$ cat config.mk
export PLATFORM = sky130hd
export DESIGN_NAME = uart_tx_arbiter_flat
export DESIGN_NICKNAME = d
export VERILOG_FILES = /design/src/rtl/uart_tx_arbiter_pkg.sv /design/src/rtl/uart_tx_arbiter_if.sv /design/src/rtl/uart_baud_tick.sv /design/src/rtl/uart_tx_arbiter.sv /design/src/flat_wrapper.sv
export SDC_FILE = /design/constraint.sdc
export NUM_CORES = 1
export LEC_CHECK = 0
export ABC_AREA = 1
export ABC_CLOCK_PERIOD_IN_PS = 1800
export CAP_MARGIN = 20
export CORE_AREA = 2 2 69 71
export CTS_CLUSTER_SIZE = 40
export DETAILED_ROUTE_END_ITERATION = 10
export DIE_AREA = 0 0 71 73
export PLACE_DENSITY_LB_ADDON = 0.12
export SETUP_SLACK_MARGIN = 0.05
export SYNTH_ARGS = -nofsm -noshare
export SYNTH_HDL_FRONTEND = slang
export SYNTH_SLANG_ARGS = --single-unit
$ cat constraint.sdc
create_clock -name clk -period 1.8 [get_ports clk]
set_input_delay 0.27 -clock clk [delete_from_list [all_inputs] [get_ports clk]]
set_output_delay 0.27 -clock clk [all_outputs]
set_load 0.1 [all_outputs]
$ cat src/rtl/uart_tx_arbiter_pkg.sv
// Shared constants and FSM encoding for the UART transmit arbiter.
// Pure declarations: no latency, no flow control.
package uart_tx_arbiter_pkg;

  localparam int NREQ_DEF         = 4;
  localparam int CLKS_PER_BIT_DEF = 16;
  localparam int BYTE_W           = 8;

  typedef enum logic [1:0] {
    ST_IDLE      = 2'd0,
    ST_LAUNCH    = 2'd1,
    ST_WAIT_BUSY = 2'd2,
    ST_WAIT_DONE = 2'd3
  } state_t;

endpackage

$ cat src/rtl/uart_tx_arbiter_if.sv
// Requester and transmitter signals of the UART arbiter; the arbiter sits on the master modport.
// Wires only: no latency, handshakes are level req / one-cycle ack and tx_busy.
interface uart_tx_arbiter_if
  import uart_tx_arbiter_pkg::*;
#(
  parameter int NREQ = NREQ_DEF
);

  logic [NREQ-1:0]        req;
  logic [BYTE_W*NREQ-1:0] req_data;
  logic [NREQ-1:0]        ack;
  logic                   tx_wr_en;
  logic [BYTE_W-1:0]      tx_data;
  logic                   tx_enb;
  logic                   tx_busy;
  logic [2:0]             grant_id;
  logic                   active;

  modport master (
    input  req, req_data, tx_busy,
    output ack, tx_wr_en, tx_data, tx_enb, grant_id, active
  );

  modport slave (
    output req, req_data, tx_busy,
    input  ack, tx_wr_en, tx_data, tx_enb, grant_id, active
  );

endinterface

$ cat src/rtl/uart_baud_tick.sv
// Free-running bit-rate divider: tx_enb pulses once every CLKS_PER_BIT cycles.
// Pulse decoded from the counter register; never stalls, takes no backpressure.
module uart_baud_tick #(
  parameter int CLKS_PER_BIT = 16
) (
  input  logic clk,
  input  logic rst_n,
  output logic tx_enb
);

  localparam int CW = (CLKS_PER_BIT > 2) ? $clog2(CLKS_PER_BIT) : 1;
  localparam logic [CW-1:0] LAST = CW'(CLKS_PER_BIT - 1);

  logic [CW-1:0] cnt;

  always_ff @(posedge clk or negedge rst_n) begin
    if (!rst_n) begin
      cnt <= '0;
    end else if (cnt == LAST) begin
      cnt <= '0;
    end else begin
      cnt <= cnt + 1'b1;
    end
  end

  assign tx_enb = (cnt == LAST);

endmodule

$ cat src/rtl/uart_tx_arbiter.sv
// Round-robin arbiter feeding N byte requesters into one UART transmitter.
// ack 1 cycle after req sampled in IDLE, tx_wr_en 1 cycle after ack; new grants wait for idle FSM and tx_busy low.
module uart_tx_arbiter
  import uart_tx_arbiter_pkg::*;
#(
  parameter int NREQ         = NREQ_DEF,
  parameter int CLKS_PER_BIT = CLKS_PER_BIT_DEF
) (
  input logic                clk,
  input logic                rst_n,
  uart_tx_arbiter_if.master  bus
);

  state_t            state, state_nxt;
  logic              armed;
  logic [2:0]        grant_q;
  logic [BYTE_W-1:0] tx_data_q;
  logic [NREQ-1:0]   ack_q, ack_nxt;
  logic              wr_q, wr_nxt;
  logic              active_q;
  logic              win_found;
  logic [2:0]        win_idx;
  logic              can_grant;

  uart_baud_tick #(
    .CLKS_PER_BIT (CLKS_PER_BIT)
  ) u_baud (
    .clk    (clk),
    .rst_n  (rst_n),
    .tx_enb (bus.tx_enb)
  );

  // Search starts one past the last grant so a held request cannot starve the others.
  always_comb begin
    win_found = 1'b0;
    win_idx   = '0;
    for (int i = 1; i <= NREQ; i++) begin
      if (!win_found && bus.req[(int'(grant_q) + i) % NREQ]) begin
        win_found = 1'b1;
        win_idx   = 3'((int'(grant_q) + i) % NREQ);
      end
    end
  end

  // armed holds off grants for the first edge after reset release.
  assign can_grant = (state == ST_IDLE) && armed && !bus.tx_busy && win_found;

  always_ff @(posedge clk or negedge rst_n) begin
    if (!rst_n) begin
      state <= ST_IDLE;
    end else begin
      state <= state_nxt;
    end
  end

  always_comb begin
    state_nxt = state;
    case (state)
      ST_IDLE:      if (can_grant)    state_nxt = ST_LAUNCH;
      ST_LAUNCH:                      state_nxt = ST_WAIT_BUSY;
      ST_WAIT_BUSY: if (bus.tx_busy)  state_nxt = ST_WAIT_DONE;
      ST_WAIT_DONE: if (!bus.tx_busy) state_nxt = ST_IDLE;
      default:                        state_nxt = ST_IDLE;
    endcase
  end

  always_comb begin
    ack_nxt = '0;
    wr_nxt  = 1'b0;
    if (can_grant) begin
      ack_nxt = {{(NREQ-1){1'b0}}, 1'b1} << win_idx;
    end
    if (state == ST_LAUNCH) begin
      wr_nxt = 1'b1;
    end
  end

  always_ff @(posedge clk or negedge rst_n) begin
    if (!rst_n) begin
      armed     <= 1'b0;
      grant_q   <= 3'(NREQ - 1);
      tx_data_q <= '0;
      ack_q     <= '0;
      wr_q      <= 1'b0;
      active_q  <= 1'b0;
    end else begin
      armed    <= 1'b1;
      ack_q    <= ack_nxt;
      wr_q     <= wr_nxt;
      active_q <= (state_nxt != ST_IDLE);
      if (can_grant) begin
        grant_q   <= win_idx;
        tx_data_q <= bus.req_data[BYTE_W*win_idx +: BYTE_W];
      end
    end
  end

  assign bus.ack      = ack_q;
  assign bus.tx_wr_en = wr_q;
  assign bus.tx_data  = tx_data_q;
  assign bus.grant_id = grant_q;
  assign bus.active   = active_q;

endmodule

$ cat src/flat_wrapper.sv
// flat-port wrapper written by rule: the top's interface ports become plain ports
module uart_tx_arbiter_flat import uart_tx_arbiter_pkg::*;
#(
  parameter int NREQ         = NREQ_DEF,
  parameter int CLKS_PER_BIT = CLKS_PER_BIT_DEF
)
  (clk, rst_n, bus_req, bus_req_data, bus_tx_busy, bus_ack, bus_tx_wr_en, bus_tx_data, bus_tx_enb, bus_grant_id, bus_active);
  uart_tx_arbiter_if #(.NREQ(NREQ)) bus_i ();
  input logic clk;
  input logic rst_n;
  input wire logic [$bits(bus_i.req)-1:0] bus_req;
  input wire logic [$bits(bus_i.req_data)-1:0] bus_req_data;
  input wire logic [$bits(bus_i.tx_busy)-1:0] bus_tx_busy;
  output wire logic [$bits(bus_i.ack)-1:0] bus_ack;
  output wire logic [$bits(bus_i.tx_wr_en)-1:0] bus_tx_wr_en;
  output wire logic [$bits(bus_i.tx_data)-1:0] bus_tx_data;
  output wire logic [$bits(bus_i.tx_enb)-1:0] bus_tx_enb;
  output wire logic [$bits(bus_i.grant_id)-1:0] bus_grant_id;
  output wire logic [$bits(bus_i.active)-1:0] bus_active;
  assign bus_i.req = bus_req;
  assign bus_i.req_data = bus_req_data;
  assign bus_i.tx_busy = bus_tx_busy;
  assign bus_ack = bus_i.ack;
  assign bus_tx_wr_en = bus_i.tx_wr_en;
  assign bus_tx_data = bus_i.tx_data;
  assign bus_tx_enb = bus_i.tx_enb;
  assign bus_grant_id = bus_i.grant_id;
  assign bus_active = bus_i.active;
  uart_tx_arbiter #(.NREQ(NREQ), .CLKS_PER_BIT(CLKS_PER_BIT)) u_core (.clk(clk), .rst_n(rst_n), .bus(bus_i));
endmodule
* Word-level counts from Yosys, hierarchy flattened *
Index checks and enable logic that the tools add are counted.

cells by class
  mux-type cells = 27
  add/subtract/negate cells = 5
  equal/unequal tests = 4
  $lt $le $gt $ge = 4
  bitwise gates (word level) = 4
  shift operators = 2
  reduce and logical (&&, ||, !) cells = 16

operators by type and width
  operator                                                                      count
  32-bit by 7-bit indexed part select with 8-bit output                         1
  3-bit by 4-bit less-than comparator with 1-bit output, second input constant  4
  1-bit 2-to-1 mux                                                              13
  3-bit 2-to-1 mux                                                              4
  1-bit binary-select mux with 2-bit select                                     4
  4-bit 2-to-1 mux                                                              2
  2-bit one-hot mux with 4 select lines                                         1
  2-bit OR reduction                                                            4
  1-bit logical AND                                                             6
  2-bit 2-to-1 mux                                                              3
  2-bit by 1-bit adder with 2-bit output, second input constant                 2
  2-bit adder, second input constant                                            2
  4-bit by 1-bit adder with 4-bit output, second input constant                 1
  1-bit AND, first input constant                                               4
  2-bit == test, second input constant                                          2
  4-bit == test, second input constant                                          1
  1-bit logical NOT                                                             4
  1-bit by 3-bit << shifter with 4-bit output, first input constant             1
  2-bit by 1-bit == test with 1-bit output, second input constant               1
  2-bit logical NOT                                                             1
  2-bit nonzero test                                                            1

word-level totals
  output and inout bits = 18
  register bits = 24
  input port bits = 39

* Longest topological paths before layout *
Gate-level depths: netlist of run 1.

  depth after elaboration = 20
  mapped depth = 17
  depth with buffers taken out = 15

* Hierarchy *
Synthesis of run 1 repeated with hierarchy kept, for this count alone.

unflattened totals
  cells, all modules = 225
  area total of the unflattened synthesis = 1,512.7 um^2

by module, submodules not included
  module           cells an instance  area an instance (um^2)  instances
  uart_tx_arbiter  208                1,343.8                  1
  uart_baud_tick   17                 168.9                    1

* Worst setup path after synthesis of run 1 *
No wires, ideal clock.

  path kind = register -> register
  from = register u_core.grant_q[1] (netlist: u_core.bus.grant_id[1])
  to = register u_core.tx_data_q[4] (netlist: u_core.bus.tx_data[4])
  buffers on the path = 2
  clock period less this slack = 2.305 ns
  setup time = 0.126 ns
  setup slack = -0.505 ns
  arrival = 2.179 ns
  cell stages (with the launch flop) = 15
  path through = dfstp_2 > buf_4 > inv_4 > nand2_2 > nand2_2 > nand2_4 > nand2_4 > nor2_4 > nand3_2 > nand2_4 > nand2_4 > buf_6 > or2_0 > nand3_1 > nand3_1

between the ends
  longest elaborated chain between the ends = 15
  elaborated cells between the ends (all ways) = 40

ends and longest elaborated chain
  what                                                                                               line                                          text
  start: declaration                                                                                 uart_tx_arbiter.sv:16                         logic [2:0] grant_q;
  start signal: assignment                                                                           uart_tx_arbiter.sv:81                         grant_q <= 3'(NREQ - 1);
  start signal: assignment                                                                           uart_tx_arbiter.sv:92                         grant_q <= win_idx;
  2-bit by 1-bit adder with 2-bit output                                                             uart_tx_arbiter.sv:38, uart_tx_arbiter.sv:40
  1-bit binary-select mux with 2-bit select                                                          uart_tx_arbiter.sv:38                         if (!win_found && bus.req[(int'(grant_q) + i) % NREQ]) begin
  1-bit 2-to-1 mux (not written as such) (2 in a row)                                                uart_tx_arbiter.sv:38
  1-bit 2-to-1 mux                                                                                   uart_tx_arbiter.sv:38
  1-bit logical NOT                                                                                  uart_tx_arbiter.sv:38
  1-bit logical AND                                                                                  uart_tx_arbiter.sv:38
  1-bit 2-to-1 mux                                                                                   uart_tx_arbiter.sv:38
  1-bit logical NOT                                                                                  uart_tx_arbiter.sv:38
  1-bit logical AND                                                                                  uart_tx_arbiter.sv:38
  1-bit 2-to-1 mux                                                                                   uart_tx_arbiter.sv:38
  1-bit logical NOT                                                                                  uart_tx_arbiter.sv:38
  1-bit logical AND                                                                                  uart_tx_arbiter.sv:38
  3-bit 2-to-1 mux / 1-bit 2-to-1 mux (equally long branches)                                        uart_tx_arbiter.sv:38
  32-bit by 7-bit indexed part select with 8-bit output / 1-bit logical AND (equally long branches)  uart_tx_arbiter.sv:93, uart_tx_arbiter.sv:46
  end signal: assignment                                                                             uart_tx_arbiter.sv:93                         tx_data_q <= bus.req_data[BYTE_W*win_idx +: BYTE_W];
  end: declaration                                                                                   uart_tx_arbiter.sv:17                         logic [BYTE_W-1:0] tx_data_q;

Parallel ways exist; a longest one is shown, timed or not. The select of a mux whose other input is x is not followed.
A chain may end at the register's enable or synchronous reset.

* Worst setup path in the final report of run 1 *
  from = register u_core.grant_q[0] (netlist: u_core.bus.grant_id[0])
  to = register u_core.tx_data_q[5] (netlist: u_core.bus.tx_data[5])

Same word-level chain as after synthesis.

==> results.yml, run 1 <==
synthesis:
  async_reset_ff_share_pct: 100
  ys_seq_area_share_pct: 38.1
  synthCells: 216
  synth-seq-cells: 23
  synth_edf_count: 0
  ys.flop_type: "dfrtp_1"
  syn-num-nets: 256
  postSynthAreaPerCell_sq_um: 7.03
  syn_area_sq_um: 1520
  synth_warnings: 0
  ys_types: 29
timing:
  fin_ws_ns: -0.242
  final-hold-violation-count: 0
  drv_slew: 0
  final.period_utilization_pct: 113
  post-route-min-period_ns: 2.04
  rsz0062_at_grt: "yes"
  setup_viol: 16
  fmax_mhz: 490
  hold_slack_ns: 0.351
  finClkSkew_ns: 0.00868
cts:
  cts_buffers: 3
  tritoncts: "yes"
  cts.sinks: 23
  clockRootBuffer: "clkbuf_8"
  cts.htree.levels: 1
  clk_pin_slew_worst_paths_ns: 0.09
  clk_latency_ns: 0.26
  clockBufferDepth: 2
critical_path:
  crit_chain: "buf_12 -> inv_8 -> nand2_4 -> nand2_4 -> nand2_4 -> nand2_4 -> nor2_4 -> nand3_4 -> nand2_8 -> nand2_8 -> or2_2 -> nand3_1 -> nand3_1"
  cp_max_fo: 8
  path_buf_inv: 2
  max_stage_delay_ns: 0.64
  worst_setup_path_end_kind: "register"
  crit_path_frequent_cell: "nand2_4"
  cp_top_family: "simple AND/OR/NAND/NOR gates"
  criticalPathCategory: "register to register"
  cp.arrival_ns: 2.19
  cp-start-kind: "register"
  critPathRequiredTime_ns: 1.95
  slowest_stage: "dfstp_4"
floorplan:
  core_area_sq_um: 4540
  die_area_sq_um: 5180
  num_rows: 25
  ios: 57
  start_util_pct: 33.5
  die_y_um: 73
  dieWidth_um: 71
grt:
  antenna_found_initial: 0
  track_usage_pct: 16.4
  overflow: 0
  grt_max_degree: 24
  grt_pass1_vias: 1577
  grt_pass1_wl_mm: 6.90
route:
  drt-met1-wl_mm: 1.73
  wl_mm: 3.94
  antenna_left: 0
  dr_total_vias: 1604
  routed.top_layer: "met4"
  drt-pass1-iter-count: 4
  wl_per_cell_um: 11.3
  drt-vias-per-instance: 4.61
  routed-wl-met3_um: 171
  wl_met2_mm: 2.01
  drc: 0
  first_iter_violations: 48
layout:
  layout.nets: 335
  drive_gt1_share_pct: 34.0
  regArea_sq_um: 586
  fillerInstances: 407
  syn_to_final_growth_pct: 70.5
  diodes: 0
  multi_input_area_sq_um: 955
place:
  io_buffer_count: 55
  dp_hpwl_mm: 2.72
  gp_congestion: 0.800
worst_hold_path:
  hold_class: "primary input to async pin"
status:
  violations: "negative setup slack"
  outcome: "complete, but fails checks"
flow_run:
  max-cap-violations: 0
==> path summary, 6_finish.rpt <==
path / start / end / slack [ns] / cells after the start
setup / recovery: u_core.bus.grant_id[0]$_DFFE_PN1P_ / u_core.bus.tx_data[5]$_DFFE_PN0P_ / -0.24 / 13
hold / removal: rst_n / u_core.bus.tx_data[1]$_DFFE_PN0P_ / 0.35 / 2
setup reg to reg: u_core.bus.grant_id[0]$_DFFE_PN1P_ / u_core.bus.tx_data[5]$_DFFE_PN0P_ / -0.24 / 13
hold reg to reg: u_core.state[1]$_DFF_PN0_ / u_core.bus.tx_wr_en$_DFF_PN0_ / 0.49 / 1
max in group asynchronous: rst_n / u_core.bus.grant_id[1]$_DFFE_PN1P_ / 1.17 / 2
min in group clk: u_core.state[1]$_DFF_PN0_ / u_core.bus.tx_wr_en$_DFF_PN0_ / 0.49 / 1
==> area by class of cell <==
cell class	instances	area share [%]
inverter	39	6.33
sequential	23	22.6
tap	54	2.61
clock inverter	1	0.193
multi-input combinational	150	36.9
timing repair buffer	78	29.7
clock buffer	3	1.60
==> cell usage in the layout, fill, tap and decap left out, drive strengths merged <==
cell type	Yosys	layout
a21oi	1	1
clkinv	0	1
inv	39	39
o21bai	1	1
buf	5	40
clkbuf	1	3
dfrtp	21	21
clkdlybuf4s50	0	38
or2	11	11
nand2	77	79
conb	2	2
o21ai	1	1
nand3	36	36
nor3	1	1
ha	1	1
nand4	1	1
xor2	2	2
a21boi	1	1
nor2	13	13
dfstp	2	2
==> metrics by stage <==
stage | TNS (ns) | worst slack (ns) | cell area, sq um | utilization (%) | std cells
finish | -2.70 | -0.242 | 2590 | 57.0 | 348
global route | -4.79 | -0.384 | 2590 | 57.0 | 348
global placement | -2.61 | -0.269 | 2210 | 48.7 | 333
detailed placement | -2.87 | -0.291 | 2210 | 48.7 | 333
floorplan | -4.06 | -0.352 | 1530 | - | 216
CTS | -2.56 | -0.216 | 2440 | 53.7 | 347
==> metal layers <==
metal | GRT usage [%] | vias up
met5 | 0 | -
met4 | 4.82 | 0
met3 | 2.21 | 2
met2 | 27.5 | 41
met1 | 22.1 | 751
li1 | - | 810
==> cell usage after synthesis, types with 2 or more instances <==
cell / count / area share (%)
buf_4: 2 / 0.99
xor2_1: 2 / 1.2
nand2_4: 4 / 3.0
dfstp_2: 2 / 3.5
nand3_1: 35 / 12
conb_1: 2 / 0.49
buf_6: 2 / 1.5
inv_1: 36 / 8.9
or2_2: 8 / 3.3
dfrtp_1: 21 / 35
nand2_2: 10 / 4.1
nand2_1: 63 / 16
nor2_1: 10 / 2.5
or2_0: 3 / 1.2
nor2_2: 2 / 0.82
==> cells by family after synthesis <==
logic type / share of synthesized area [%]
buffers and inverters: 13.4
and+or+nand+nor: 44.2
adders and majority gates: 0.824
AOI/OAI and AO/OA: 1.90
DFF: 38.1
other: 0.495
xor gates and xnor gates: 1.15
==> registers in the layout, indices dropped and copies added, names as in the netlist <==
name                 count
u_core.bus.tx_data       8
u_core.bus.ack           4
u_core.u_baud.cnt        4
u_core.bus.grant_id      2
u_core.state             2
u_core.armed             1
u_core.bus.active        1
u_core.bus.tx_wr_en      1
==> what timing repair did <==
action	4_1_cts	5_1_grt
cloned	3	0
setup endpoints to repair	16	16
setup buffers	7	2
pin swaps	2	8
gates resized for setup	24	35
hold buffers	0	0
Power of run 1 is left out: the tool's default activity adds up to more than one toggle a clock period on the data nets, which glitch-free logic cannot reach.
==> run 2, diff against run 1 <==
--- a/config.mk
+++ b/config.mk
@@ -9,7 +9,7 @@
 export ABC_CLOCK_PERIOD_IN_PS = 1800
 export CAP_MARGIN = 20
 export CORE_AREA = 2 2 69 71
-export CTS_CLUSTER_SIZE = 40
+export CTS_BUF_LIST = sky130_fd_sc_hd__clkbuf_8
 export DETAILED_ROUTE_END_ITERATION = 10
 export DIE_AREA = 0 0 71 73
 export PLACE_DENSITY_LB_ADDON = 0.12
==> results of run 2 <==
No change in the layout: final DEF, timing and power equal those of run 1.
Power of run 2 is left out for the same reason.
